**src/rtl/diff_core_pkg.sv**
```systemverilog
// Shared types for the multiplier / partial-sum datapath.
// Mode encoding matches the multiplier's mode port.
package diff_core_pkg;

  typedef enum logic {MODE_8B = 1'b0, MODE_4B = 1'b1} mul_mode_e;

  localparam int PSUM_ACC_W = 24;

  typedef enum logic {PS_IDLE = 1'b0, PS_ACC = 1'b1} psum_state_e;

endpackage

```
**src/rtl/sat_add.sv**
```systemverilog
// Unsigned W-bit adder that clamps to all-ones on carry out and reports it.
module sat_add #(
  parameter int W = 24
) (
  input  logic [W-1:0] a,
  input  logic [W-1:0] b,
  output logic [W-1:0] sum,
  output logic         ovf
);

  logic [W:0] full;

  assign full = {1'b0, a} + {1'b0, b};
  assign ovf  = full[W];
  assign sum  = full[W] ? {W{1'b1}} : full[W-1:0];

endmodule

```
**src/rtl/psum_accumulator.sv**
```systemverilog
// Accumulates multiplier products into one (8-bit mode) or two (packed 4x4 mode)
// saturating lane sums per last-delimited group and holds the result for the consumer.
module psum_accumulator
  import diff_core_pkg::*;
#(
  parameter int ACC_W = PSUM_ACC_W,
  parameter int CNT_W = 16
) (
  input  logic             clk,
  input  logic             rst,
  input  logic             in_valid,
  output logic             in_ready,
  input  logic             in_mode,
  input  logic [15:0]      in_prod,
  input  logic             in_last,
  output logic             out_valid,
  input  logic             out_ready,
  output logic             out_mode,
  output logic [ACC_W-1:0] out_lane1,
  output logic [ACC_W-1:0] out_lane0,
  output logic [CNT_W-1:0] out_count,
  output logic             out_sat,
  output logic             state
);

  // Handshake: a transfer happens on a cycle where valid && ready. A producer
  // holds valid and its payload until that cycle; ready never depends on valid.
  // The only stall source is a held result that the consumer has not taken.

  psum_state_e      state_q;
  mul_mode_e        mode_q;
  logic [ACC_W-1:0] lane0_q;
  logic [ACC_W-1:0] lane1_q;
  logic [CNT_W-1:0] cnt_q;
  logic             sat_q;

  logic             accept;
  logic             first;
  mul_mode_e        grp_mode;
  logic [ACC_W-1:0] a0, b0, a1, b1;
  logic [ACC_W-1:0] sum0, sum1;
  logic             ovf0, ovf1;
  logic [CNT_W-1:0] cnt_next;
  logic             sat_next;

  assign in_ready = !(out_valid && !out_ready);
  assign accept   = in_valid && in_ready;
  assign first    = (state_q == PS_IDLE);
  assign grp_mode = first ? mul_mode_e'(in_mode) : mode_q;
  assign state    = logic'(state_q);

  // The first beat of a group adds to zero so stale sums never leak in.
  assign a0 = first ? '0 : lane0_q;
  assign a1 = first ? '0 : lane1_q;
  assign b0 = (grp_mode == MODE_4B) ? ACC_W'(in_prod[7:0]) : ACC_W'(in_prod);
  assign b1 = (grp_mode == MODE_4B) ? ACC_W'(in_prod[15:8]) : '0;

  sat_add #(.W(ACC_W)) u_lane0 (.a(a0), .b(b0), .sum(sum0), .ovf(ovf0));
  sat_add #(.W(ACC_W)) u_lane1 (.a(a1), .b(b1), .sum(sum1), .ovf(ovf1));

  assign cnt_next = first ? CNT_W'(1) :
                    (&cnt_q) ? cnt_q : cnt_q + CNT_W'(1);
  assign sat_next = (first ? 1'b0 : sat_q) | ovf0 | ovf1;

  always_ff @(posedge clk or posedge rst) begin
    if (rst) begin
      state_q   <= PS_IDLE;
      mode_q    <= MODE_8B;
      lane0_q   <= '0;
      lane1_q   <= '0;
      cnt_q     <= '0;
      sat_q     <= 1'b0;
      out_valid <= 1'b0;
      out_mode  <= 1'b0;
      out_lane1 <= '0;
      out_lane0 <= '0;
      out_count <= '0;
      out_sat   <= 1'b0;
    end else begin
      if (out_valid && out_ready) begin
        out_valid <= 1'b0;
      end
      if (accept) begin
        if (in_last) begin
          // Closing beat: publish and clear so a new group can start next cycle.
          out_valid <= 1'b1;
          out_mode  <= logic'(grp_mode);
          out_lane1 <= sum1;
          out_lane0 <= sum0;
          out_count <= cnt_next;
          out_sat   <= sat_next;
          state_q   <= PS_IDLE;
          lane0_q   <= '0;
          lane1_q   <= '0;
          cnt_q     <= '0;
          sat_q     <= 1'b0;
        end else begin
          state_q   <= PS_ACC;
          mode_q    <= grp_mode;
          lane0_q   <= sum0;
          lane1_q   <= sum1;
          cnt_q     <= cnt_next;
          sat_q     <= sat_next;
        end
      end
    end
  end

endmodule

```
**config.mk**
```make
export PLATFORM = sky130hd
export DESIGN_NAME = psum_accumulator
export DESIGN_NICKNAME = d
export VERILOG_FILES = /design/src/rtl/diff_core_pkg.sv /design/src/rtl/sat_add.sv /design/src/rtl/psum_accumulator.sv
export SDC_FILE = /design/constraint.sdc
export NUM_CORES = 1
export LEC_CHECK = 0
export ABC_AREA = 1
export ABC_CLOCK_PERIOD_IN_PS = 5600
export CAP_MARGIN = 15
export CORE_MARGIN = 1
export CORE_UTILIZATION = 59
export CTS_BUF_LIST = sky130_fd_sc_hd__clkbuf_2
export DETAILED_ROUTE_END_ITERATION = 16
export GPL_TIMING_DRIVEN = 0
export HOLD_SLACK_MARGIN = 0.12
export PLACE_DENSITY = 0.92
export SLEW_MARGIN = 40
export SYNTH_ARGS = -nofsm -noshare
export SYNTH_HDL_FRONTEND = slang
export SYNTH_SLANG_ARGS = --single-unit
```
**constraint.sdc**
```tcl
create_clock -name clk -period 5.6 [get_ports clk]
set_input_delay 0.56 -clock clk [delete_from_list [all_inputs] [get_ports clk]]
set_output_delay 0.56 -clock clk [all_outputs]
set_load 0.01 [all_outputs]
```
==> impl_table.tex, run 1 <==
\begin{tabular}{lr}
\hline
Metric & Value \\
\hline
\multicolumn{2}{l}{\textbf{CTS}} \\
\quad Root buffer cell & clkbuf\_2 \\
\quad Total number of clock tree sinks & 134 \\
\quad Clock tree from TritonCTS & done \\
\quad TritonCTS Buffers & 17 \\
\quad Hold bufs inserted after CTS & 0 \\
\quad Maximum buffer depth of the clock tree & 2 \\
\quad Number of levels in the clock H-tree & 4 \\
\quad Count of instances resized after the clock tree is built & 0 \\
\quad Clock transition at path regs & 0.23 ns \\
\quad Postcts setup bufs & 0 \\
\quad Clk Latency, worst-skew pair & 0.75 ns \\
\multicolumn{2}{l}{\textbf{Route}} \\
\quad Residual antenna-violating net count after detailed routing & 0 \\
\quad DR vias/cell & between 5 and 6 \\
\quad Iter 0 DRT Violations & 907 \\
\quad Routed wire length & 24.77 mm \\
\quad Number of remaining DRC errors & 0 \\
\quad Number of vias after detailed routing & between 8k and 9k \\
\quad First-pass DRT Iterations & 6 \\
\quad Wire length per cell & around 15 µm \\
\multicolumn{2}{l}{\textbf{Final layout}} \\
\quad Count of placed standard cells in the final layout, fillers left out & $\sim$1.6k \\
\quad Number of antenna repair diodes & 0 \\
\quad Fraction of final layout cells with drive strength greater than 1 & 6.993\% \\
\quad Final layout net count & 1466 \\
\quad Area growth from synthesis to final layout & 15.87\% \\
\quad FILL cells & 1312 \\
\multicolumn{2}{l}{\textbf{Status}} \\
\quad Outcome & finished clean \\
\multicolumn{2}{l}{\textbf{Logic synthesis}} \\
\quad Yosys warns & 0 \\
\quad Most used standard cells in the synthesized netlist & nand2\_1 (577), inv\_1 (162), dfrtp\_1 (134) \\
\quad Multiplexer share of the synthesized area & 0\% \\
\quad Synth Area in Adders & 4.051\% \\
\quad Sequential area share after synthesis & 38.50\% \\
\quad Synthesized instance count & 1307 \\
\quad Fraction of the mapped netlist area in simple logic gates & 42.26\% \\
\quad Dominant cells by area after synthesis & dfrtp\_1 (39\%), nand2\_1 (25\%), inv\_1 (7.0\%) \\
\quad Compound-gate portion of the synthesized area & 4.267\% \\
\quad Leading register cell type out of synthesis & dfrtp\_1 \\
\quad Area share of the largest cell type after synthesis & 38.50\% \\
\quad Number of different library cells in the post-synthesis netlist & just over 40 \\
\quad Per-instance average area after synthesis & 6.664 µm² \\
\quad Count of state elements after synthesis & 134 \\
\quad Combinational family with the most area after synthesis & simple AND/OR/NAND/NOR gates \\
\quad Syn\_nets & 1356 \\
\quad Synth Area in XOR/XNOR & 1.307\% \\
\quad Post-synthesis cell type with the largest combined area & dfrtp\_1 \\
\quad Combined area of all synthesized cells & 0.008710 mm² \\
\quad Most frequently used cell type in the post-synthesis netlist & nand2\_1 \\
\quad Ys async rst share & 100.0\% \\
\quad Number of synthesized flops with an enable pin & 0 \\
\multicolumn{2}{l}{\textbf{Setup path}} \\
\quad CP max-delay cell & dfrtp\_1 \\
\quad CP startpoint kind & register \\
\quad Maximum cell stage delay along the critical path & 0.70 ns \\
\quad Cell breakdown of the critical path & buf\_6 -> buf\_6 -> buf\_2 -> buf\_1 -> nand2\_1 -> inv\_1 -> ha\_1 -> fa\_1 -> nand2\_1 -> nand2\_1 -> nand3\_1 -> nand2\_1 -> nand2\_1 -> nand2\_1 -> nand3\_2 -> buf\_4 -> nand3\_1 -> nand2\_1 -> nand2\_1 \\
\quad Critical Path End Type & register \\
\quad Worst Setup Path Type & reg2reg \\
\quad Instance count on the critical path & 19 \\
\quad Most frequent cell on the critical path & nand2\_1 \\
\quad Critical path data arrival time & 5.02 ns \\
\quad Delay-heaviest family, CP & buffers and inverters \\
\quad Worst r2r path cells & 19 \\
\quad Buffers and inverters on the worst path & 6 \\
\quad Required time worst endpoint & 6.31 ns \\
\quad CP max FO & 10 \\
\multicolumn{2}{l}{\textbf{Pwr}} \\
\quad Tot Pwr & 0.002230 W \\
\quad Maximum resistive drop on vdd & $\sim$0.17 mV \\
\quad Power density over cell area & 221.0 mW/mm² \\
\quad Lkg Pwr & 5.730 nW \\
\multicolumn{2}{l}{\textbf{STA}} \\
\quad Min cycle time layout & 4.307 ns \\
\quad Count of final setup violators & 0 \\
\quad Number of hold-slack violations in the final timing report & 0 \\
\quad Relative slew slack & 52.83\% \\
\quad Share of the clock period used by the worst path after layout & 76.92\% \\
\quad Count of pins over their slew limit & 0 \\
\quad Worst setup skew after layout & 0.03351 ns \\
\quad RSZ-0062 raised after global routing & false \\
\quad Smallest setup slack after layout & between 1 and 1.5 ns \\
\quad Maximum achievable frequency & 232.2 MHz \\
\quad Slew at the pin closest to its max-slew limit & 0.7076 ns \\
\multicolumn{2}{l}{\textbf{Global route}} \\
\quad Number of antenna violations at the first check in global routing & 0 \\
\quad Vias in the first global route & 8147 \\
\quad Maximum number of pins on one net before global-route repair & 70 \\
\quad Grt ovf & 0 \\
\quad Wire length of the first global-routing pass & 39.52 mm \\
\quad Global routing usage summed across all routing layers & 34.25\% \\
\multicolumn{2}{l}{\textbf{Die}} \\
\quad Initial Utilization & about three fifths \\
\quad Die extent in x & around 120 µm \\
\quad Die Y-Extent & between 100 and 150 µm \\
\quad I/O pins & between 90 and 100 \\
\quad Floorplan die area & about 0.015 mm² \\
\quad Core Box Area & 0.01448 mm² \\
\quad Floorplan row count & between 40 and 50 \\
\multicolumn{2}{l}{\textbf{Placement}} \\
\quad Post-DP HPWL & 19.24 mm \\
\quad Cell count after placement & around 1.6k \\
\quad Place WS & 1.462 ns \\
\quad PortBufs & 90 \\
\quad GP Congestion & 0.9415 \\
\multicolumn{2}{l}{\textbf{Min path}} \\
\quad Hold Path Class & in2async \\
\multicolumn{2}{l}{\textbf{Flow run}} \\
\quad Reported max-cap violation count & 0 \\
\hline
\end{tabular}
where the power goes:
part	total (W)	switching (W)	internal, W	leakage, nW
Sequential	0.00110	0.0000508	0.00105	1.82
Clock	0.000565	0.000402	0.000163	0.130
Combinational	0.000568	0.000345	0.000222	3.78
cells in the final DEF (no fill, tap or decap), types with 2 or more instances in the layout:
cell type / n
a21o_1: 2
a21oi_1: 14
a22o_1: 5
buf_1: 5
buf_2: 9
buf_6: 5
clkbuf_1: 19
clkbuf_2: 17
clkdlybuf4s50_1: 90
clkinv_1: 3
clkinv_2: 4
clkinv_4: 3
clkinvlp_4: 3
dfrtp_1: 134
fa_1: 2
ha_1: 25
inv_1: 161
inv_2: 6
inv_6: 2
inv_8: 2
nand2_1: 577
nand2_2: 3
nand3_1: 121
nand3_2: 21
nand3b_1: 5
nand3b_2: 2
nand4_1: 16
nor2_1: 89
nor2_2: 5
nor3_1: 9
o21ai_0: 26
o21ai_1: 5
o21ai_2: 4
o22ai_1: 2
or2_1: 3
or2_2: 6
xnor2_1: 3
xor2_1: 10
state kept, by name (all words and copies together), names as in the netlist:
name and cells:
out_mode 1, out_lane0 24, state 1, sat_q 1
lane1_q 24, out_lane1 24, mode_q 1, cnt_q 16
out_sat 1, lane0_q 24, out_valid 1, out_count 16
through the flow:
stage	util, %	TNS [ns]	hold WS (ns)	cell area [µm²]
finish	69.70	0	0.2073	10090
floorplan	-	0	0.4487	8710
global route	69.70	0	0.2293	10090
global placement	67.97	-47.67	0.4608	9841
detailed placement	68.21	0	0.4641	9876
CTS	69.70	0	0.2128	10090
path summary, 6_finish.rpt:
| kind | startpoint | to | slack (ns) |
|---|---|---|---|
| hold / removal | rst | out_lane0[4]$_DFFE_PP0P_ | 0.21 |
| setup reg to reg | state$_DFFE_PP0P_ | out_lane0[14]$_DFFE_PP0P_ | 1.29 |
| min in group clk | out_ready | out_valid$_DFF_PP0_ | 0.46 |
| setup / recovery | state$_DFFE_PP0P_ | out_lane0[14]$_DFFE_PP0P_ | 1.29 |
| hold reg to reg | out_lane1[11]$_DFFE_PP0P_ | out_lane1[11]$_DFFE_PP0P_ | 0.50 |
| max in group asynchronous | rst | lane1_q[8]$_DFFE_PP0P_ | 4.68 |
worst register-to-register path, delay by kind of cell, from the launching register on:
kind,cells,cell delay (ns)
buffers and inverters,6,1.68
adder cells (fa/ha/maj),2,0.45
flip-flops,1,0.70
AND/OR/NAND/NOR,11,1.43
kinds of logic after synthesis:
kind of cell | count (synthesis)
flip-flops | 134
AND/OR/NAND/NOR | 862
AO/OA/AOI/OAI | 62
XOR/XNOR | 13
adder cells (fa/ha/maj) | 27
buffers and inverters | 209
per-layer routing:
metal | part of all wire (%) | global-route usage [%]
met1 | 42 | 44.86
met2 | 48 | 57.12
met3 | 6.4 | 5.397
met4 | 2.8 | 12.50
met5 | 0 | 0
cell type report:
cell class                 count  area (µm²)  share of cell area, %
buffer                        39       198.9                  1.971
clock buffer                  17       85.08                 0.8430
clock inverter                15       131.4                  1.302
inverter                     170       645.6                  6.397
multi-input combinational    964        4519                  44.78
sequential                   134        3353                  33.23
tap                          184       230.2                  2.281
timing repair buffer          91       928.4                  9.199
No activity file was read; power rests on OpenSTA's default activity.
==> run 2, diff against run 1 <==
- ABC_CLOCK_PERIOD_IN_PS: 5600 -> 3810
- CORE_UTILIZATION: 59 -> 54
- PLACE_DENSITY: 0.92 -> 0.89
- clock period: 5.6 -> 3.81 ns (I/O delays scaled with it)
==> impl_table.tex, run 2 (synthesis results as in run 1) <==
\begin{tabular}{lr}
\hline
Metric & Value \\
\hline
\multicolumn{2}{l}{\textbf{Final layout}} \\
\quad Multi-input gate area & 0.004527 mm² (+0.17\%) \\
\quad Area occupied by registers & 0.003354 mm² (about the same) \\
\quad FILL cells & 1418 (+8.1\%) \\
\quad Area growth from synthesis to final layout & 17.37\% \\
\quad Post-route design area & 0.01022 mm² (+1.3\%) \\
\quad Commonest non-fill, non-tap cells in the layout & nand2\_1 (577), inv\_1 (161), dfrtp\_1 (133), nand3\_1 (121), clkdlybuf4s50\_1 (90) \\
\quad Fraction of final layout cells with drive strength greater than 1 & 7.451\% (+0.46 points) \\
\quad Leading cell type in the layout, fill and taps excluded & nand2\_1 \\
\quad Count of placed standard cells in the final layout, fillers left out & 1653 (+2.4\%) \\
\quad Final layout net count & 1472 (+0.41\%) \\
\multicolumn{2}{l}{\textbf{Global route}} \\
\quad Maximum number of pins on one net before global-route repair & 27 (-61\%) \\
\quad Vias in the first global route & 8340 (+2.4\%) \\
\quad Met2 Track Usage GR & 52.34\% (-4.8 points) \\
\quad Number of antenna violations at the first check in global routing & 1 (+1) \\
\quad Grt ovf & 0 (unchanged) \\
\quad Wire length of the first global-routing pass & 40.14 mm (+1.6\%) \\
\quad Most crowded layer after global routing & met2 \\
\quad Global routing usage summed across all routing layers & 31.44\% (-2.8 points) \\
\quad GRT met1 Usage & 38.43\% (-6.4 points) \\
\quad Global-route track usage on met3 & 6.362\% (+0.97 points) \\
\multicolumn{2}{l}{\textbf{Placement}} \\
\quad GP Congestion & 1.007 (+7.0\%) \\
\quad Standard cell area after detailed placement & 0.009985 mm² (+1.1\%) \\
\quad PortBufs & 90 (unchanged) \\
\quad Post-DP HPWL & 19.15 mm (-0.45\%) \\
\quad Cell count after placement & 1618 (+2.3\%) \\
\multicolumn{2}{l}{\textbf{Die}} \\
\quad Initial Utilization & 55.03\% (-5.1 points) \\
\quad Die Y-Extent & 129 µm (+4.5\%) \\
\quad Floorplan die area & 0.01664 mm² (+9.1\%) \\
\quad I/O pins & 91 (unchanged) \\
\quad Core Box Area & 0.01583 mm² (+9.3\%) \\
\quad Floorplan row count & 46 (+4.5\%) \\
\quad Die extent in x & 129 µm (+4.5\%) \\
\multicolumn{2}{l}{\textbf{STA}} \\
\quad Setup TNS & 0 ns (unchanged) \\
\quad Count of pins over their slew limit & 0 (unchanged) \\
\quad Count of final setup violators & 0 (unchanged) \\
\quad Worst setup skew after layout & 0.06948 ns (+0.03597 ns) \\
\quad Min cycle time layout & 3.662 ns (-0.6452 ns) \\
\quad Share of the clock period used by the worst path after layout & 96.12\% (+19 points) \\
\quad Number of hold-slack violations in the final timing report & 0 (unchanged) \\
\quad Slew at the pin closest to its max-slew limit & 0.6949 ns (-0.01267 ns) \\
\quad Maximum achievable frequency & 273.0 MHz (+18\%) \\
\quad Relative slew slack & 53.67\% (+0.84 points) \\
\quad RSZ-0062 raised after global routing & false \\
\multicolumn{2}{l}{\textbf{Pwr}} \\
\quad Switching Share & 35.43\% (-0.35 points) \\
\quad Sequential share of power & 49.3\% (about the same) \\
\quad Share of power burned in combinational logic & 26.2\% (+0.7 points) \\
\quad Share of total power in the clock network & 24.5\% (-0.8 points) \\
\quad Lkg Pwr & 5.766 nW (+0.63\%) \\
\quad Net switching power of the design & 0.001157 W (+45\%) \\
\quad Power density over cell area & 319.4 mW/mm² (+45\%) \\
\quad Internal power & 0.002108 W (+47\%) \\
\quad Maximum resistive drop on vdd & 0.2364 mV (+43\%) \\
\multicolumn{2}{l}{\textbf{Setup path}} \\
\quad Required time worst endpoint & 4.48 ns (-1.83 ns) \\
\quad Critical path startpoint & state\$\_DFFE\_PP0P\_ \\
\quad CP max-delay cell & dfrtp\_2 \\
\quad Most frequent cell on the critical path & nand2\_1 \\
\quad Maximum cell stage delay along the critical path & 0.46 ns (-0.24 ns) \\
\quad R2r startpoint & state\$\_DFFE\_PP0P\_ \\
\quad CP startpoint kind & register \\
\quad Critical path data arrival time & 4.33 ns (-0.69 ns) \\
\quad Worst Setup Path Type & reg2reg \\
\quad Buffers and inverters on the worst path & 6 (unchanged) \\
\quad CP max FO & 10 (unchanged) \\
\quad Delay-heaviest family, CP & simple AND/OR/NAND/NOR gates \\
\quad Critical Path End Type & register \\
\quad Cell breakdown of the critical path & buf\_6 -> buf\_6 -> buf\_2 -> clkbuf\_4 -> nand2\_1 -> inv\_1 -> ha\_1 -> fa\_1 -> nand2\_1 -> nand2\_1 -> nand3\_1 -> nand2\_1 -> nand2\_1 -> nand2\_1 -> nand3\_2 -> buf\_4 -> nand3\_1 -> nand2\_1 -> nand2\_1 \\
\multicolumn{2}{l}{\textbf{CTS}} \\
\quad Maximum buffer depth of the clock tree & 2 (unchanged) \\
\quad Clock transition at path regs & 0.21 ns (-0.02 ns) \\
\quad Root buffer cell & clkbuf\_2 \\
\quad Number of levels in the clock H-tree & 4 (unchanged) \\
\quad Clock tree from TritonCTS & done \\
\quad TritonCTS Buffers & 17 (unchanged) \\
\quad Clk Latency, worst-skew pair & 0.81 ns (+0.06 ns) \\
\quad Total number of clock tree sinks & 134 (unchanged) \\
\multicolumn{2}{l}{\textbf{Flow run}} \\
\quad Reported max-cap violation count & 0 (unchanged) \\
\multicolumn{2}{l}{\textbf{Route}} \\
\quad Number of remaining DRC errors & 0 (unchanged) \\
\quad Wire length per cell & 15.07 µm (-1.8\%) \\
\quad First-pass DRT Iterations & 7 (+1) \\
\quad Residual antenna-violating net count after detailed routing & 0 (unchanged) \\
\quad DR vias/cell & 5.292 (-3.4\%) \\
\quad Routed wire length & 24.92 mm (+0.59\%) \\
\quad Iter 0 DRT Violations & 770 (-15\%) \\
\quad Number of vias after detailed routing & 8748 (-1.1\%) \\
\multicolumn{2}{l}{\textbf{Min path}} \\
\quad Startpoint of the lowest-slack hold path & out\_ready \\
\quad Hold Path Class & in2reg \\
\multicolumn{2}{l}{\textbf{Status}} \\
\quad Outcome & finished clean \\
\hline
\end{tabular}
## run 2: changes by cell type in the layout (fill, tap and decap cells not counted), sizes merged
cell and delta:
clkbuf +4, inv -3, clkinvlp +2, dlygate4sd3 +1, diode +1, buf +2
## run 2: through the flow
stage          total power [W]  hold WS, ns  util, %  setup slack, ns
2_1_floorplan         0.002115       0.4487        -           0.8104
3_3_place_gp          0.002438       0.4605    62.45          -0.1869
3_5_place_dp          0.002472       0.4639    63.08          -0.2423
4_1_cts               0.003259       0.2422    64.49          0.06940
5_1_grt               0.003428       0.2539    64.59          0.01244
6_report              0.003265       0.2649    64.59           0.1477
## run 2: repair_timing
item / in CTS / in global routing
hold buffers: 1 / 0
gates resized for setup: 4 / 3
buffers inserted: 0 / 1
hold endpoints to repair: 10 / 0
setup endpoints to repair: 71 / 69
## run 2: path summary, 6_finish.rpt
| path | slack (ns) | depth (start not counted) | end |
|---|---|---|---|
| max in group asynchronous | 2.71 | 5 | lane0_q[14]$_DFFE_PP0P_ |
| max reg2reg | 0.15 | 19 | lane0_q[14]$_DFFE_PP0P_ |
| min in group asynchronous | 0.44 | 3 | cnt_q[7]$_DFFE_PP0P_ |
| min reg2reg | 0.50 | 2 | out_lane1[14]$_DFFE_PP0P_ |
| min | 0.26 | 4 | out_valid$_DFF_PP0_ |
| max | 0.15 | 19 | lane0_q[14]$_DFFE_PP0P_ |
## run 2: routing by layer
| metal | vias up | wire length [µm] |
|---|---|---|
| met5 | - | 0 |
| met3 | 94 | 1605 |
| met4 | 0 | 1108 |
| li1 | 4298 | - |
| met2 | 343 | 11830 |
| met1 | 4013 | 10380 |
## run 2: power groups by stage
stage,registers (W),logic (W),clock network [W]
after floorplan,0.00166,0.000456,0
after global placement,0.00163,0.000804,0
after detailed placement,0.00164,0.000834,0
after CTS,0.00161,0.000844,0.000803
after global routing,0.00162,0.000944,0.000863
final,0.00161,0.000856,0.000800
## run 2: worst register-to-register path, cell delays in order, from the launching register on
cell and delay [ns]:
dfrtp_2 0.46, buf_6 0.16, buf_6 0.16, buf_2 0.23, clkbuf_4 0.26, nand2_1 0.09, inv_1 0.04, ha_1 0.22
fa_1 0.43, nand2_1 0.11, nand2_1 0.10, nand3_1 0.12, nand2_1 0.12, nand2_1 0.15, nand2_1 0.15, nand3_2 0.22
buf_4 0.24, nand3_1 0.16, nand2_1 0.09, nand2_1 0.06
## run 2: cell type report
class                      instances  share of cell area, %
timing repair buffer              97                  9.963
clock inverter                    14                  1.089
multi-input combinational        964                  44.28
clock buffer                      18                 0.8813
buffer                            39                  2.007
sequential                       134                  32.82
antenna                            1                0.02448
tap                              216                  2.644
inverter                         170                  6.291
==> run 3, diff against run 2 <==
- MAX_ROUTING_LAYER: default -> met4
==> impl_table.tex, run 3 (synthesis results as in run 1) <==
\begin{tabular}{lr}
\hline
Metric & Value \\
\hline
\multicolumn{2}{l}{\textbf{Placement}} \\
\quad Cell count after placement & 1618 (unchanged) \\
\quad GP Congestion & 0.9529 (-5.4\%) \\
\quad Standard cell area after detailed placement & 0.009992 mm² (about the same) \\
\quad PortBufs & 90 (unchanged) \\
\quad Post-DP HPWL & 20.30 mm (+6.0\%) \\
\quad Place WS & -0.3845 ns (-0.1422 ns) \\
\multicolumn{2}{l}{\textbf{STA}} \\
\quad Min cycle time layout & 3.713 ns (+0.05059 ns) \\
\quad Smallest setup slack after layout & 0.09707 ns (-0.05059 ns) \\
\quad Number of hold-slack violations in the final timing report & 0 (unchanged) \\
\quad Worst setup skew after layout & 0.04828 ns (-0.02120 ns) \\
\quad Setup TNS & 0 ns (unchanged) \\
\quad Relative slew slack & 50.39\% (-3.3 points) \\
\quad Maximum achievable frequency & 269.3 MHz (-1.4\%) \\
\quad Share of the clock period used by the worst path after layout & 97.45\% (+1.3 points) \\
\quad Slew at the pin closest to its max-slew limit & 0.7441 ns (+0.04916 ns) \\
\quad Count of pins over their slew limit & 0 (unchanged) \\
\quad Count of final setup violators & 0 (unchanged) \\
\multicolumn{2}{l}{\textbf{Route}} \\
\quad DR vias/cell & 5.360 (+1.3\%) \\
\quad Number of remaining DRC errors & 0 (unchanged) \\
\quad Routed wire length & 26.22 mm (+5.2\%) \\
\quad Number of vias after detailed routing & 8860 (+1.3\%) \\
\quad First-pass DRT Iterations & 5 (-2) \\
\quad Iter 0 DRT Violations & 765 (-0.65\%) \\
\quad Residual antenna-violating net count after detailed routing & 0 (unchanged) \\
\quad Wire length per cell & 15.86 µm (+5.2\%) \\
\multicolumn{2}{l}{\textbf{Setup path}} \\
\quad CP startpoint kind & register \\
\quad Critical Path End Type & register \\
\quad Required time worst endpoint & 4.43 ns (-0.05 ns) \\
\quad Most frequent cell on the critical path & nand2\_1 \\
\quad Internal reg-to-reg setup slack & 0.1 ns (-0.05 ns) \\
\quad Maximum cell stage delay along the critical path & 0.49 ns (+0.03 ns) \\
\quad Cell breakdown of the critical path & buf\_6 -> buf\_6 -> buf\_2 -> buf\_4 -> nand2\_1 -> inv\_1 -> ha\_1 -> fa\_1 -> nand2\_1 -> nand2\_1 -> nand3\_1 -> nand2\_1 -> nand2\_1 -> nand2\_1 -> nand3\_2 -> buf\_4 -> nand3\_1 -> nand2\_1 -> nand2\_1 \\
\quad CP max FO & 10 (unchanged) \\
\quad Buffers and inverters on the worst path & 6 (unchanged) \\
\quad CP max-delay cell & dfrtp\_2 \\
\quad Worst Setup Path Type & reg2reg \\
\quad Delay-heaviest family, CP & simple AND/OR/NAND/NOR gates \\
\quad Critical path data arrival time & 4.34 ns (about the same) \\
\multicolumn{2}{l}{\textbf{Final layout}} \\
\quad Area occupied by registers & 0.003354 mm² (unchanged) \\
\quad Count of placed standard cells in the final layout, fillers left out & 1653 (unchanged) \\
\quad Area growth from synthesis to final layout & 17.93\% \\
\quad Leading cell type in the layout, fill and taps excluded & nand2\_1 \\
\quad Final layout net count & 1473 (+0.068\%) \\
\quad Fraction of final layout cells with drive strength greater than 1 & 7.591\% (+0.14 points) \\
\quad Multi-input gate area & 0.004527 mm² (unchanged) \\
\quad Commonest non-fill, non-tap cells in the layout & nand2\_1 (577), inv\_1 (161), dfrtp\_1 (133), nand3\_1 (121), clkdlybuf4s50\_1 (90) \\
\quad Fraction of the core area covered by cells at the end of the flow & 64.89\% (+0.31 points) \\
\quad FILL cells & 1488 (+4.9\%) \\
\quad Post-route design area & 0.01027 mm² (+0.48\%) \\
\multicolumn{2}{l}{\textbf{Global route}} \\
\quad Grt ovf & 0 (unchanged) \\
\quad Number of antenna violations at the first check in global routing & 1 (unchanged) \\
\quad Wire length of the first global-routing pass & 41.88 mm (+4.3\%) \\
\quad Maximum number of pins on one net before global-route repair & 27 (unchanged) \\
\quad Global routing usage summed across all routing layers & 34.07\% (+2.6 points) \\
\quad Vias in the first global route & 8456 (+1.4\%) \\
\multicolumn{2}{l}{\textbf{Die}} \\
\quad Floorplan row count & 46 (unchanged) \\
\quad I/O pins & 91 (unchanged) \\
\quad Floorplan die area & 0.01664 mm² (unchanged) \\
\quad Die Y-Extent & 129 µm (unchanged) \\
\quad Core Box Area & 0.01583 mm² (unchanged) \\
\quad Initial Utilization & 55.03\% (unchanged) \\
\quad Die extent in x & 129 µm (unchanged) \\
\multicolumn{2}{l}{\textbf{CTS}} \\
\quad Total number of clock tree sinks & 134 (unchanged) \\
\quad Clock tree from TritonCTS & done \\
\quad Number of levels in the clock H-tree & 4 (unchanged) \\
\quad Root buffer cell & clkbuf\_2 \\
\quad Clk Latency, worst-skew pair & 0.75 ns (-0.06 ns) \\
\quad TritonCTS Buffers & 17 (unchanged) \\
\quad Clock transition at path regs & 0.22 ns (about the same) \\
\quad Maximum buffer depth of the clock tree & 2 (unchanged) \\
\multicolumn{2}{l}{\textbf{Pwr}} \\
\quad Lkg Pwr & 5.793 nW (+0.47\%) \\
\quad Power density over cell area & 328.8 mW/mm² (+3.0\%) \\
\quad Maximum resistive drop on vdd & 0.2307 mV (-2.4\%) \\
\multicolumn{2}{l}{\textbf{Flow run}} \\
\quad Reported max-cap violation count & 0 (unchanged) \\
\multicolumn{2}{l}{\textbf{Status}} \\
\quad Outcome & finished clean \\
\multicolumn{2}{l}{\textbf{Min path}} \\
\quad Hold Path Class & in2reg \\
\hline
\end{tabular}
-- run 3: cell types whose count changed in the layout (fill, tap and decap cells not counted), moves of 2 or more --
| cell | before | now |
|---|---|---|
| inv_6 | 1 | 4 |
| buf_4 | 2 | 4 |
| clkbuf_2 | 20 | 18 |
| clkinv_1 | 5 | 3 |
-- run 3: routing by layer --
layer / wire, µm / GRT usage [%] / part of all wire [%] / up-vias
met1: 11200 / 41.11 / 43 / 4188
met3: 1416 / 6.029 / 5.4 / 73
met2: 12690 / 56.31 / 48 / 301
met4: 916 / 14.05 / 3.5 / 0
met5: 0 / - / 0 / -
li1: - / - / - / 4298
-- run 3: area by class of cell --
class	count	share of cell area [%]
Multi-Input combinational cell	964	44.07
Sequential cell	134	32.66
Timing Repair Buffer	98	10.06
Inverter	170	6.261
Tap cell	216	2.631
Buffer	39	1.998
Clock inverter	14	1.462
Clock buffer	17	0.8284
Antenna cell	1	0.02436
-- run 3: repair_timing --
item,4_1_cts,5_1_grt
cloned,0,0
hold endpoints to repair,14,0
setup endpoints to repair,80,60
gates resized for setup,5,2
hold buffers,1,0
buffers inserted,0,2
-- run 3: worst register-to-register path, stage by stage, from the launching register on --
cell and delay, ns:
dfrtp_2 0.49, buf_6 0.17, buf_6 0.16, buf_2 0.23
buf_4 0.24, nand2_1 0.08, inv_1 0.04, ha_1 0.21
fa_1 0.43, nand2_1 0.12, nand2_1 0.11, nand3_1 0.13
nand2_1 0.13, nand2_1 0.15, nand2_1 0.13, nand3_2 0.22
buf_4 0.25, nand3_1 0.15, nand2_1 0.11, nand2_1 0.06
-- run 3: path summary, 6_finish.rpt --
| kind | cells past startpoint | end | start |
|---|---|---|---|
| max in group asynchronous | 5 | out_lane0[14]$_DFFE_PP0P_ | rst |
| min reg2reg | 2 | out_lane1[14]$_DFFE_PP0P_ | out_lane1[14]$_DFFE_PP0P_ |
| min | 4 | out_valid$_DFF_PP0_ | out_ready |
| max | 19 | out_lane0[12]$_DFFE_PP0P_ | state$_DFFE_PP0P_ |
| min in group asynchronous | 3 | cnt_q[6]$_DFFE_PP0P_ | rst |
| max reg2reg | 19 | out_lane0[12]$_DFFE_PP0P_ | state$_DFFE_PP0P_ |
-- run 3: power breakdown --
part	leakage (nW)	switching (W)	total [W]	internal [W]
clock network	0.135	0.000593	0.000898	0.000305
registers	1.82	0.0000709	0.00161	0.00154
logic	3.84	0.000527	0.000869	0.000342
-- run 3: through the flow --
step	hold WS [ns]	power (W)
CTS	0.2442	0.003372
detailed placement	0.4652	0.002483
floorplan	0.4487	0.002115
finish	0.2816	0.003377
global placement	0.4604	0.002447
global route	0.2536	0.003544
